[config.mk]
export PLATFORM = sky130hd
export DESIGN_NAME = cm138_encoder_flat
export DESIGN_NICKNAME = d
export VERILOG_FILES = /design/src/rtl/cm138_pkg.sv /design/src/rtl/cm138_encoder_if.sv /design/src/rtl/cm138_prio8.sv /design/src/rtl/cm138_encoder.sv /design/src/flat_wrapper.sv
export SDC_FILE = /design/constraint.sdc
export NUM_CORES = 1
export LEC_CHECK = 0
export BUFFER_PORTS_ARGS = -buffer_cell sky130_fd_sc_hd__clkbuf_2
export CORE_MARGIN = 4
export CORE_UTILIZATION = 30
export CTS_BUF_LIST = sky130_fd_sc_hd__clkbuf_8 sky130_fd_sc_hd__clkbuf_16
export CTS_CLUSTER_SIZE = 30
export DETAILED_ROUTE_END_ITERATION = 8
export MAX_ROUTING_LAYER = met4
export PLACE_DENSITY = 0.48
export REMOVE_ABC_BUFFERS = 1
export SETUP_SLACK_MARGIN = 0.1
export SLEW_MARGIN = 25
export SYNTH_ARGS = -nofsm -noshare
export SYNTH_HDL_FRONTEND = slang
export SYNTH_HIERARCHICAL = 1
export SYNTH_SLANG_ARGS = --single-unit
[constraint.sdc]
create_clock -name clk -period 6.5 [get_ports clk]
set_clock_uncertainty 0.15 [all_clocks]
set_input_delay 0.975 -clock clk [delete_from_list [all_inputs] [get_ports clk]]
set_output_delay 0.975 -clock clk [all_outputs]
set_load 0.1 [all_outputs]
[src/rtl/cm138_pkg.sv]
// Shared types, sizes and bit-vector helpers for the cm138 line encoder.
package cm138_pkg;

  localparam int LINES  = 8;
  localparam int CODE_W = 3;

  typedef enum logic [0:0] {
    IDLE = 1'b0,
    EMIT = 1'b1
  } state_t;

  // True when two or more bits of the vector are set.
  function automatic logic multi_bits(input logic [LINES-1:0] v);
    return (v & (v - {{(LINES-1){1'b0}}, 1'b1})) != {LINES{1'b0}};
  endfunction

  // True when exactly one bit of the vector is set.
  function automatic logic one_hot(input logic [LINES-1:0] v);
    return (v != {LINES{1'b0}}) && !multi_bits(v);
  endfunction

endpackage

[src/rtl/cm138_encoder_if.sv]
// Request/handshake bundle between the encoder and its requesters/consumer.
interface cm138_encoder_if;
  import cm138_pkg::*;

  logic [LINES-1:0]  req_n;
  logic              en;
  logic [1:0]        en_n;
  logic              ready;
  logic [CODE_W-1:0] code;
  logic              valid;
  logic              last;
  logic              multi;
  logic              busy;

  modport master (
    input  req_n, en, en_n, ready,
    output code, valid, last, multi, busy
  );

  modport slave (
    output req_n, en, en_n, ready,
    input  code, valid, last, multi, busy
  );

endinterface

[src/rtl/cm138_prio8.sv]
// Highest-set-bit priority encoder over eight lines (bit 7 wins).
module cm138_prio8
  import cm138_pkg::*;
(
  input  logic [LINES-1:0]  vec,
  output logic [CODE_W-1:0] idx,
  output logic              any
);

  // Resolve the highest requesting line; an empty vector maps to index 0.
  always_comb begin
    any = |vec;
    casez (vec)
      8'b1???????: idx = 3'd7;
      8'b01??????: idx = 3'd6;
      8'b001?????: idx = 3'd5;
      8'b0001????: idx = 3'd4;
      8'b00001???: idx = 3'd3;
      8'b000001??: idx = 3'd2;
      8'b0000001?: idx = 3'd1;
      8'b00000001: idx = 3'd0;
      default:     idx = 3'd0;
    endcase
  end

endmodule

[src/rtl/cm138_encoder.sv]
// Snapshot-and-drain encoder: captures the active-low request lines once,
// then presents each requesting line highest-first over a valid/ready
// handshake. New requests are only looked at again from IDLE.
module cm138_encoder
  import cm138_pkg::*;
(
  input  logic            clk,
  input  logic            rst,
  cm138_encoder_if.master bus
);

  state_t            state, state_nxt;
  logic [LINES-1:0]  pend, pend_nxt;
  logic              multi_q, multi_nxt;
  logic [CODE_W-1:0] code_q;
  logic              valid_q;
  logic              last_q;
  logic              qualify;
  logic [CODE_W-1:0] nxt_idx;
  logic              nxt_any;

  // Outputs are computed from the next pending set so they can be registered
  // and still appear in the cycle right after the capture/handshake edge.
  cm138_prio8 u_prio (
    .vec (pend_nxt),
    .idx (nxt_idx),
    .any (nxt_any)
  );

  // Next-state logic: capture in IDLE, clear the presented bit on handshake.
  always_comb begin
    state_nxt = state;
    pend_nxt  = pend;
    multi_nxt = multi_q;
    qualify   = bus.en && (bus.en_n == 2'b00) && (bus.req_n != 8'hFF);
    case (state)
      IDLE: begin
        if (qualify) begin
          pend_nxt  = ~bus.req_n;
          state_nxt = EMIT;
          multi_nxt = multi_bits(~bus.req_n);
        end else begin
          state_nxt = IDLE;
        end
      end
      EMIT: begin
        if (bus.ready) begin
          pend_nxt = pend & ~(8'd1 << code_q);
          if (last_q) begin
            state_nxt = IDLE;
            multi_nxt = 1'b0;
          end else begin
            state_nxt = EMIT;
          end
        end else begin
          state_nxt = EMIT;
        end
      end
      default: begin
        state_nxt = IDLE;
        pend_nxt  = {LINES{1'b0}};
        multi_nxt = 1'b0;
      end
    endcase
  end

  // State, snapshot and registered outputs; reset dominates everything.
  always_ff @(posedge clk) begin
    if (rst) begin
      state   <= IDLE;
      pend    <= {LINES{1'b0}};
      multi_q <= 1'b0;
      code_q  <= {CODE_W{1'b0}};
      valid_q <= 1'b0;
      last_q  <= 1'b0;
    end else begin
      state   <= state_nxt;
      pend    <= pend_nxt;
      multi_q <= multi_nxt;
      valid_q <= (state_nxt == EMIT);
      code_q  <= ((state_nxt == EMIT) && nxt_any) ? nxt_idx : {CODE_W{1'b0}};
      last_q  <= (state_nxt == EMIT) && one_hot(pend_nxt);
    end
  end

  assign bus.code  = code_q;
  assign bus.valid = valid_q;
  assign bus.last  = last_q;
  assign bus.multi = multi_q;
  assign bus.busy  = valid_q;

endmodule
[src/flat_wrapper.sv]
// flat-port wrapper written by rule: the top's interface ports become plain ports
module cm138_encoder_flat import cm138_pkg::*;
  (clk, rst, bus_req_n, bus_en, bus_en_n, bus_ready, bus_code, bus_valid, bus_last, bus_multi, bus_busy);
  cm138_encoder_if bus_i ();
  input  logic clk;
  input  logic rst;
  input wire logic [$bits(bus_i.req_n)-1:0] bus_req_n;
  input wire logic [$bits(bus_i.en)-1:0] bus_en;
  input wire logic [$bits(bus_i.en_n)-1:0] bus_en_n;
  input wire logic [$bits(bus_i.ready)-1:0] bus_ready;
  output wire logic [$bits(bus_i.code)-1:0] bus_code;
  output wire logic [$bits(bus_i.valid)-1:0] bus_valid;
  output wire logic [$bits(bus_i.last)-1:0] bus_last;
  output wire logic [$bits(bus_i.multi)-1:0] bus_multi;
  output wire logic [$bits(bus_i.busy)-1:0] bus_busy;
  assign bus_i.req_n = bus_req_n;
  assign bus_i.en = bus_en;
  assign bus_i.en_n = bus_en_n;
  assign bus_i.ready = bus_ready;
  assign bus_code = bus_i.code;
  assign bus_valid = bus_i.valid;
  assign bus_last = bus_i.last;
  assign bus_multi = bus_i.multi;
  assign bus_busy = bus_i.busy;
  cm138_encoder u_core (.clk(clk), .rst(rst), .bus(bus_i));
endmodule
==> summary.md, run 1 <==
## Status
• outcome: completed

## Cells and area
• proportion of layout cells with a drive suffix above 1: 24.35%
• final cell count without fillers: 146
• number of nets in the layout: 130
• register area: 280.3 um^2
• count of filler cells inserted in the layout: 276
• area of the multi-input gates: 531.8 um^2
• final design area excluding fillers: 0.001013 mm^2
• core occupancy in the finished layout: 37.07%
• area grow syn2layout: 19.47%
• final antenna diode count: 0

## Timing
• Slew Viols, Final: 0
• number of setup violations in the final report: 0
• share of the clock period used by the worst path: 50.77%
• transition at the pin with the smallest max-transition slack: 0.5855 ns
• final sum of negative setup slack: 0 ns
• achievable frequency: 303.0 MHz
• final count of hold timing violations: 0
• setup repair after global routing missed its margin: no
• worst rel slew slack: 60.97%
• minimum clock period after layout: 3.300 ns

## Detailed routing
• count of antenna-violating nets left after detailed routing: 0
• iteration count of the initial detailed-routing pass: 4
• 1st-iter DRT viols: 11
• Via-to-Cell Ratio: 5.281
• wirelength, routed: 2140 um
• average detailed-routed wire length per instance: 14.66 um
• total number of vias: 771
• DRC violation count after routing: 0

## Setup path
• Max Fanout on Critical Path: 8
• Critical path buffers and inverters: 1
• Critical Setup Path Class: in2reg
• Top Family by Delay on Critical Path: simple AND/OR/NAND/NOR gates
• Crit Reg-Reg Endpoint: u_core/bus.last
• data required time at the worst endpoint: 6.51 ns
• type of destination of the critical path: flip-flop
• data arrival time at the worst-slack endpoint: 3.31 ns
• Worst setup SP type: input port
• worst stage delay on the critical path: 0.62 ns
• origin of the worst setup path: bus_en_n[1]
• Cell Chain, Critical Path: clkbuf_2 -> or4b_1 -> a31o_1 -> mux2i_1 -> nor3_1 -> xnor2_1 -> o31a_1 -> nor4b_2
• critical-path cell with the highest stage delay: sky130_fd_sc_hd__or4b_1
• R2R Path Start: u_core/bus.busy
• worst reg2reg setup slack: 3.62 ns
• Worst R2R Path Depth: 7

## Die
• DIE HEIGHT: 61.18 um
• Starting Density: 31.03%
• floorplan row count: 19
• Core Box Area: 0.002734 mm^2
• Die X-Extent: 61.18 um
• die area: 0.003742 mm^2
• Top Ports: 21

## Power
• standby leakage power: 0.0004229 uW
• areal power density over the cells: 222.7 mW/mm^2
• VDD IR max: 0.00008786 V

## CTS
• clock slew seen by the registers of the worst setup and hold paths: 0.06 ns
• postcts setup bufs: 0
• cts hold-fix bufs: 0
• buffer levels on the longest clock path: 2
• number of clock buffers inserted by TritonCTS: 3
• clock latency on the worst-skew pair: 0.24 ns
• Sinks on Clock Net: 14
• Root Buffer Master: sky130_fd_sc_hd__clkbuf_8
• number of H-tree levels: 1
• CTS tree: built
• PostCTS Resize Cnt: 0

## Hold path
• startpoint of the most critical hold path: u_core/bus.multi
• worst-case hold path end point: u_core/bus.multi
• worst min path class: reg2reg
• number of stages on the worst hold path: 2

## Place
• post-DP HPWL: 1701 um
• final RePlAce weighted congestion: 0.7801
• IO buf count: 20
• instance count after placement with tap cells included: 142
• total placed instance area: 958.4 um^2

## Global route
• vias in the first global route: 798
• met3 track demand over resource: 1.258%
• antenna violations before repair: 0
• wire length of the first global-routing pass: 3574 um
• overflow left after global routing: 0
• busiest metal layer after global routing: met2
• maximum number of pins on one net before global-route repair: 11
• total routing resource utilization after global routing: 12.98%
• fraction of met2 tracks used by global routing: 23.41%
• met1 track utilization from global routing: 14.97%

## Logic synthesis
• average cell area after synthesis: 8.930 um^2
• register bit total from synthesis: 14
• number of flops mapped to enable cells by yosys: 0
• Syn Inst Count: 95
• Unique masters post-synth: 36
• share of synthesized registers carrying an async set or reset: 0%
• Synth area leader: sky130_fd_sc_hd__dfxtp_1
• Syn Std Cell Area: 848.3 um^2
• dominant register cell in the synthesized netlist: sky130_fd_sc_hd__dfxtp_1
• library cell with the highest instance count after synthesis: sky130_fd_sc_hd__dfxtp_1
• Ys Warns: 6
• biggest area contributors in the synthesized netlist: sky130_fd_sc_hd__dfxtp_1 (33%), sky130_fd_sc_hd__nor2b_1 (7.4%), sky130_fd_sc_hd__mux2i_1 (5.9%)
• commonest cells in the netlist: sky130_fd_sc_hd__dfxtp_1 (14), sky130_fd_sc_hd__nor2b_1 (10), sky130_fd_sc_hd__nand2_1 (6), sky130_fd_sc_hd__o21ai_0 (6)
• share of Yosys cell area claimed by the top area cell type: 33.04%
• sequential element share of the synthesized area: 33.04%

## Run
• number of max-cap violations: 0

==> sequential cells by signal, indices dropped and copies added (netlist names) <==
| register | cells |
|---|---|
| u_core/bus.busy | 1 |
| u_core/bus.code | 3 |
| u_core/bus.last | 1 |
| u_core/pend | 8 |
| u_core/bus.multi | 1 |
==> per-layer routing <==
metal | part of all wire [%] | routed length, um | vias to the layer above
met2 | 51 | 1100 | 13
met5 | 0 | 0 | -
met3 | 3.5 | 74 | 2
met4 | 1.2 | 25 | 0
met1 | 44 | 939 | 367
li1 | - | - | 389
==> worst max path at each step <==
stage | end | cells past startpoint
2_1_floorplan | u_core/bus.last | 7
3_3_place_gp | u_core/bus.last | 8
3_5_place_dp | u_core/bus.last | 8
4_1_cts | u_core/bus.last | 8
5_1_grt | u_core/bus.last | 8
6_report | u_core/bus.last | 8
==> power by group <==
part | switching (uW) | leakage [uW] | internal, uW
combinational | 34.4 | 0.000280 | 17.6
sequential | 2.03 | 0.000114 | 89.0
clock | 29.2 | 0.0000288 | 53.5
total | 65.6 | 0.000423 | 160
==> cells in the final DEF, fill, tap and decap left out, drive strengths merged, types with 2 or more instances in the layout <==
| cell type | n |
|---|---|
| clkbuf | 24 |
| dfxtp | 14 |
| nor2b | 10 |
| mux2i | 7 |
| o21ai | 6 |
| nand2 | 6 |
| a21oi | 5 |
| and3 | 4 |
| o31ai | 4 |
| nor2 | 4 |
| maj3 | 3 |
| nor3 | 3 |
| nand3 | 2 |
| nand2b | 2 |
| o22ai | 2 |
| and2 | 2 |
| xnor2 | 2 |
==> per-stage QoR <==
stage,setup WS [ns],hold WS (ns),power [uW]
5_1_grt,3.047,0.3588,236.6
3_3_place_gp,3.057,0.3336,144.6
2_1_floorplan,2.759,0.4603,130.1
4_1_cts,3.235,0.3415,228.5
6_report,3.200,0.3353,225.7
3_5_place_dp,2.989,0.3334,144.6
==> cell type report <==
cell class,count,share of cell area [%]
multi-input cells,75,52.47
flip-flops and latches,14,27.65
repair buffers,20,9.877
clock buffers,4,5.432
well taps,31,3.827
inverters,2,0.7407
==> kinds of logic (layout without fill, tap and decap cells) <==
| family | after synthesis | after routing | synth area share [%] |
|---|---|---|---|
| flops | 14 | 14 | 33.04 |
| mux | 7 | 7 | 11.21 |
| compound gates | 24 | 24 | 18.14 |
| xor+xnor | 2 | 2 | 2.065 |
| simple gates | 39 | 39 | 27.73 |
| fa+ha+maj | 3 | 3 | 3.540 |
| buf+inv | 6 | 26 | 4.277 |
==> tightest hold or removal path, delay by kind of cell, from the launching register on <==
| kind | cells | cell delay (ns) |
|---|---|---|
| flops | 1 | 0.31 |
| simple gates | 1 | 0.06 |
| compound gates | 1 | 0.06 |
Power figures use the tool's default switching activity.
==> inputs of run 2 (changes only) <==
Settings changed: PLACE_DENSITY 0.48 to 0.5.
Clock period 6.5 ns to 3 ns, I/O delays scaled along.
==> run 2 against run 1 <==
Net effect:
- worst hold slack got worse by 0.015 ns
- die area did not move
- register-to-register slack got worse by 3.3 ns
- count of clock-buffer cells in the layout did not move
- sequential share of layout area fell by 0.60 points
- clock power rose by 120%
- cell count rose by 2.1%
- core utilization rose by 0.82 points
- combinational power rose by 120%
- critical path type is now reg2reg
- largest cell class unchanged
==> summary.md, run 2 (same netlist as run 1, synthesis figures left out) <==
## Status
• outcome: completed

## Die
• floorplan row count: 19, unchanged
• die area: 0.003742 mm^2, unchanged
• Die X-Extent: 61.18 um, unchanged
• DIE HEIGHT: 61.18 um, unchanged
• Top Ports: 21, unchanged
• Core Box Area: 0.002734 mm^2, unchanged
• Starting Density: 31.03%, unchanged

## Detailed routing
• met1 wire length: 955 um, +1.7%
• DRC violation count after routing: 0, unchanged
• met3 routed WL: 71 um, -4.1%
• Via-to-Cell Ratio: 5.154, -2.4%
• total number of vias: 768, -0.39%
• highest layer used for signal routing: met4
• average detailed-routed wire length per instance: 13.76 um, -6.1%
• 1st-iter DRT viols: 24, +13
• iteration count of the initial detailed-routing pass: 4, unchanged
• met2 WL post-DR: 979 um, -11%
• count of antenna-violating nets left after detailed routing: 0, unchanged
• wirelength, routed: 2050 um, -4.2%

## Cells and area
• count of filler cells inserted in the layout: 277, +0.36%
• final antenna diode count: 0, unchanged
• final cell count without fillers: 149, +2.1%
• area grow syn2layout: 22.12%
• register area: 280.3 um^2, unchanged
• most frequent cells in the layout: sky130_fd_sc_hd__clkbuf_2 (20), sky130_fd_sc_hd__dfxtp_1 (14), sky130_fd_sc_hd__nor2b_1 (10)
• area of the multi-input gates: 531.8 um^2, unchanged
• max reg flops: 8, unchanged
• number of nets in the layout: 133, +2.3%
• most frequent standard cell in the layout excluding fill and tap cells: sky130_fd_sc_hd__clkbuf_2
• top register by number of flip-flops: u_core/pend
• proportion of layout cells with a drive suffix above 1: 26.27%, +1.9 points

## Global route
• total routing resource utilization after global routing: 12.77%, -0.21 points
• overflow left after global routing: 0, unchanged
• wire length of the first global-routing pass: 3443 um, -3.7%
• vias in the first global route: 767, -3.9%
• maximum number of pins on one net before global-route repair: 11, unchanged
• antenna violations before repair: 0, unchanged

## Setup path
• Crit Reg-Reg Endpoint: u_core/bus.last
• worst stage delay on the critical path: 0.64 ns, +0.02 ns
• critical-path cell with the highest stage delay: sky130_fd_sc_hd__or4b_1
• R2R Path Start: u_core/bus.busy
• data required time at the worst endpoint: 3.01 ns, -3.50 ns
• type of destination of the critical path: flip-flop
• Cell Chain, Critical Path: or4b_1 -> a31o_1 -> mux2i_1 -> nor3_1 -> xnor2_1 -> o31a_1 -> nor4b_2
• Max Fanout on Critical Path: 7, -1
• worst reg2reg setup slack: 0.32 ns, -3.30 ns
• data arrival time at the worst-slack endpoint: 2.69 ns, -0.62 ns
• Worst R2R Path Depth: 7, unchanged
• Worst setup SP type: flip-flop
• Critical Setup Path Class: reg2reg

## CTS
• CTS tree: built
• number of clock buffers inserted by TritonCTS: 3, unchanged
• clock slew seen by the registers of the worst setup and hold paths: 0.06 ns, about the same
• postcts setup bufs: 0, unchanged
• clock latency on the worst-skew pair: 0.24 ns, about the same
• number of H-tree levels: 1, unchanged
• buffer levels on the longest clock path: 2, unchanged
• Root Buffer Master: sky130_fd_sc_hd__clkbuf_8
• PostCTS Resize Cnt: 0, unchanged
• cts hold-fix bufs: 0, unchanged
• Sinks on Clock Net: 14, unchanged

## Hold path
• worst-case hold path end point: u_core/bus.multi
• worst min path class: reg2reg
• startpoint of the most critical hold path: u_core/bus.multi
• number of stages on the worst hold path: 2, unchanged

## Place
• post-DP HPWL: 1698 um, -0.22%
• IO buf count: 20, unchanged
• instance count after placement with tap cells included: 145, +2.1%
• final RePlAce weighted congestion: 0.7960, +2.0%

## Power
• standby leakage power: 0.0004378 uW, +3.5%
• clock network fraction of design power: 36.4%, -0.2 points
• fraction of power consumed by combinational cells: 23.3%, +0.3 points
• areal power density over the cells: 473.1 mW/mm^2, +110%
• sequential share of power: 40.2%, about the same
• Net Sw Frac: 28.71%, -0.37 points
• total internal power: 349.4 uW, +120%
• sum of internal, switching and leakage power: 490.1 uW, +120%
• switching power: 140.7 uW, +110%
• VDD IR max: 0.0001767 V, +100%

## Timing
• achievable frequency: 372.6 MHz
• number of setup violations in the final report: 0, unchanged
• minimum clock period after layout: 2.683 ns
• final count of hold timing violations: 0, unchanged
• share of the clock period used by the worst path: 89.45%
• Slew Viols, Final: 0, unchanged
• worst rel slew slack: 60.35%, -0.61 points
• transition at the pin with the smallest max-transition slack: 0.5947 ns, +0.009188 ns
• setup repair after global routing missed its margin: no

## Run
• number of max-cap violations: 0, unchanged

-- run 2: worst max-delay path, delay by kind of cell, from the launching register on --
family | cells | cell delay (ns)
flip-flops | 1 | 0.36
AO/OA/AOI/OAI | 2 | 0.60
multiplexers | 1 | 0.22
XOR/XNOR | 1 | 0.12
AND/OR/NAND/NOR | 3 | 1.16
-- run 2: how the worst max path moves through the flow --
stage,startpoint,end,slack (ns)
after floorplan,u_core/bus.busy,u_core/bus.last,-0.74
final,u_core/bus.busy,u_core/bus.last,0.32
after global routing,u_core/bus.busy,u_core/bus.last,0.14
after CTS,u_core/bus.busy,u_core/bus.last,0.31
after global placement,bus_en_n[1],u_core/bus.last,0.25
after detailed placement,bus_en_n[1],u_core/bus.last,0.17
-- run 2: metrics by stage --
step                      area (um^2)  setup slack [ns]  TNS, ns  util [%]  hold WS [ns]
after floorplan                 819.5           -0.7415   -2.984         -        0.3716
after global placement          980.9            0.2468        0     35.88        0.3355
after detailed placement        980.9            0.1721        0     35.88        0.3176
after CTS                        1036            0.3074        0     37.89        0.3258
after global routing             1036            0.1422        0     37.89        0.3442
final                            1036            0.3165        0     37.89        0.3200
-- run 2: power by group through the flow --
stage	registers, uW	logic [uW]	clock network [uW]
floorplan	228	53.8	0
global placement	201	113	0
detailed placement	201	115	0
CTS	197	115	186
global route	198	124	194
finish	197	114	178
-- run 2: area by class of cell --
type / instances / share of cell area [%]
multi-input combinational: 75 / 51.33
sequential: 14 / 27.05
timing repair buffer: 23 / 11.84
clock buffer: 4 / 5.314
tap: 31 / 3.744
inverter: 2 / 0.7246
-- run 2: layer usage --
metal / up-vias / GRT usage [%]
met5: - / -
met4: 0 / 5.573
met3: 4 / 2.096
met2: 13 / 20.85
met1: 359 / 15.41
li1: 392 / -
==> inputs of run 3 (changes only) <==
Settings changed: CORE_UTILIZATION 30 to 31, PLACE_DENSITY 0.5 to 0.51.
==> run 3 against run 2 <==
Net effect:
- non-clock buffer count is 1 higher
- count of clock-buffer cells in the layout unchanged
- final area is 0.60% higher
- first-iteration DRC count is 17% lower
- global-route usage increased by 1.6 points
- sequential share of layout area fell by 0.16 points
- clock power increased by 5%
- worst hold slack improved by 0.021 ns
- flip-flop and latch count unchanged
- critical path depth is the same
==> summary.md, run 3 (same netlist as run 1, synthesis figures left out) <==
## Die
• Core Box Area: 0.002545 mm^2, -6.9%
• Starting Density: 33.33%, +2.3 points
• DIE HEIGHT: 60.31 um, -1.4%
• Die X-Extent: 60.31 um, -1.4%
• floorplan row count: 18, -1
• die area: 0.003637 mm^2, -2.8%
• Top Ports: 21, unchanged

## CTS
• PostCTS Resize Cnt: 0, unchanged
• number of H-tree levels: 1, unchanged
• clock slew seen by the registers of the worst setup and hold paths: 0.06 ns, about the same
• CTS tree: built
• Root Buffer Master: sky130_fd_sc_hd__clkbuf_8
• Sinks on Clock Net: 14, unchanged
• buffer levels on the longest clock path: 2, unchanged
• clock latency on the worst-skew pair: 0.25 ns, about the same
• number of clock buffers inserted by TritonCTS: 3, unchanged
• postcts setup bufs: 0, unchanged
• cts hold-fix bufs: 0, unchanged

## Detailed routing
• 1st-iter DRT viols: 20, -17%
• DRC violation count after routing: 0, unchanged
• iteration count of the initial detailed-routing pass: 4, unchanged
• average detailed-routed wire length per instance: 15.09 um, +9.7%
• Via-to-Cell Ratio: 5.154, unchanged
• total number of vias: 768, unchanged
• count of antenna-violating nets left after detailed routing: 0, unchanged
• wirelength, routed: 2249 um, +9.7%

## Power
• Net Sw Frac: 30.08%, +1.4 points
• fraction of power consumed by combinational cells: 23.3%, about the same
• total internal power: 350.5 uW, +0.33%
• areal power density over the cells: 481.0 mW/mm^2, +1.7%
• VDD IR max: 0.0002503 V, +42%
• switching power: 150.8 uW, +7.2%
• clock network fraction of design power: 37.4%, +1.0 points
• sum of internal, switching and leakage power: 501.4 uW, +2.3%
• sequential share of power: 39.3%, -0.9 points
• standby leakage power: 0.0004432 uW, +1.2%

## Timing
• worst rel slew slack: 55.74%, -4.6 points
• setup repair after global routing missed its margin: no
• number of setup violations in the final report: 0, unchanged
• Slew Viols, Final: 0, unchanged
• transition at the pin with the smallest max-transition slack: 0.6639 ns, +0.06915 ns
• share of the clock period used by the worst path: 88.60%, -0.85 points
• final count of hold timing violations: 0, unchanged
• hold slack final: 0.3406 ns, +0.02057 ns
• achievable frequency: 376.2 MHz, +0.96%
• minimum clock period after layout: 2.658 ns, -0.02562 ns
• final sum of negative setup slack: 0 ns, unchanged

## Setup path
• Critical Setup Path Class: reg2reg
• data required time at the worst endpoint: 3.02 ns, about the same
• data arrival time at the worst-slack endpoint: 2.68 ns, about the same
• origin of the worst setup path: u_core/bus.busy
• Worst setup SP type: flip-flop
• type of destination of the critical path: flip-flop
• R2R Path Start: u_core/bus.busy
• Max Fanout on Critical Path: 7, unchanged

## Place
• post-DP HPWL: 1773 um, +4.4%
• total placed instance area: 987.2 um^2, +0.64%
• final RePlAce weighted congestion: 0.8209, +3.1%
• IO buf count: 20, unchanged

## Cells and area
• final antenna diode count: 0, unchanged
• most frequent standard cell in the layout excluding fill and tap cells: sky130_fd_sc_hd__clkbuf_2
• core occupancy in the finished layout: 40.95%, +3.1 points
• final design area excluding fillers: 0.001042 mm^2, +0.60%
• top register by number of flip-flops: u_core/pend
• area grow syn2layout: 22.86%
• max reg flops: 8, unchanged
• most frequent cells in the layout: sky130_fd_sc_hd__clkbuf_2 (20), sky130_fd_sc_hd__dfxtp_1 (14), sky130_fd_sc_hd__nor2b_1 (10)
• proportion of layout cells with a drive suffix above 1: 26.89%, +0.62 points
• number of nets in the layout: 134, +0.75%

## Global route
• antenna violations before repair: 0, unchanged
• vias in the first global route: 756, -1.4%
• maximum number of pins on one net before global-route repair: 11, unchanged
• wire length of the first global-routing pass: 3601 um, +4.6%
• total routing resource utilization after global routing: 14.38%, +1.6 points
• overflow left after global routing: 0, unchanged

## Status
• outcome: completed

## Hold path
• startpoint of the most critical hold path: u_core/bus.multi
• worst min path class: reg2reg

## Run
• number of max-cap violations: 0, unchanged

-- run 3: cell count changes in the layout (fill, tap and decap cells not counted) --
cell                    previous run  this run
sky130_fd_sc_hd__buf_4             3         4
-- run 3: final cells by class --
cell class / instances / area (um^2)
fill: 270 / 1503
multi-input combinational: 75 / 531.8
sequential: 14 / 280.3
timing repair buffer: 24 / 130.1
clock buffer: 4 / 55.05
tap: 30 / 37.54
inverter: 2 / 7.507
-- run 3: power by group through the flow --
stage               clock network, uW  registers [uW]  logic [uW]
finish                            187             197         117
global route                      199             198         125
CTS                               191             197         117
detailed placement                  0             201         117
global placement                    0             201         116
floorplan                           0             228        53.8
-- run 3: stage by stage --
step,instances,setup WS [ns]
floorplan,91,-0.7415
CTS,149,0.3375
global placement,145,0.2377
global route,149,0.1079
detailed placement,145,0.2077
finish,149,0.3421
-- run 3: worst paths after layout --
check	depth (start not counted)	to	slack (ns)
hold reg to reg	2	u_core/bus.multi	0.34
setup reg to reg	7	u_core/bus.last	0.34
setup / recovery	7	u_core/bus.last	0.34
hold / removal	2	u_core/bus.multi	0.34
-- run 3: metal layers --
metal	vias up	GRT usage [%]	wire length [um]
li1	395	-	-
met1	357	16.47	1042
met2	12	22.99	1080
met3	4	3.456	83
met4	0	7.595	42
met5	-	-	0
-- run 3: critical path, stage by stage, from the launching register on --
cell                      delay (ns)
sky130_fd_sc_hd__dfxtp_1        0.36
sky130_fd_sc_hd__or4b_1         0.64
sky130_fd_sc_hd__a31o_1         0.32
sky130_fd_sc_hd__mux2i_1        0.37
sky130_fd_sc_hd__nor3_1         0.14
sky130_fd_sc_hd__xnor2_1        0.15
sky130_fd_sc_hd__o31a_1         0.25
sky130_fd_sc_hd__nor4b_2        0.19
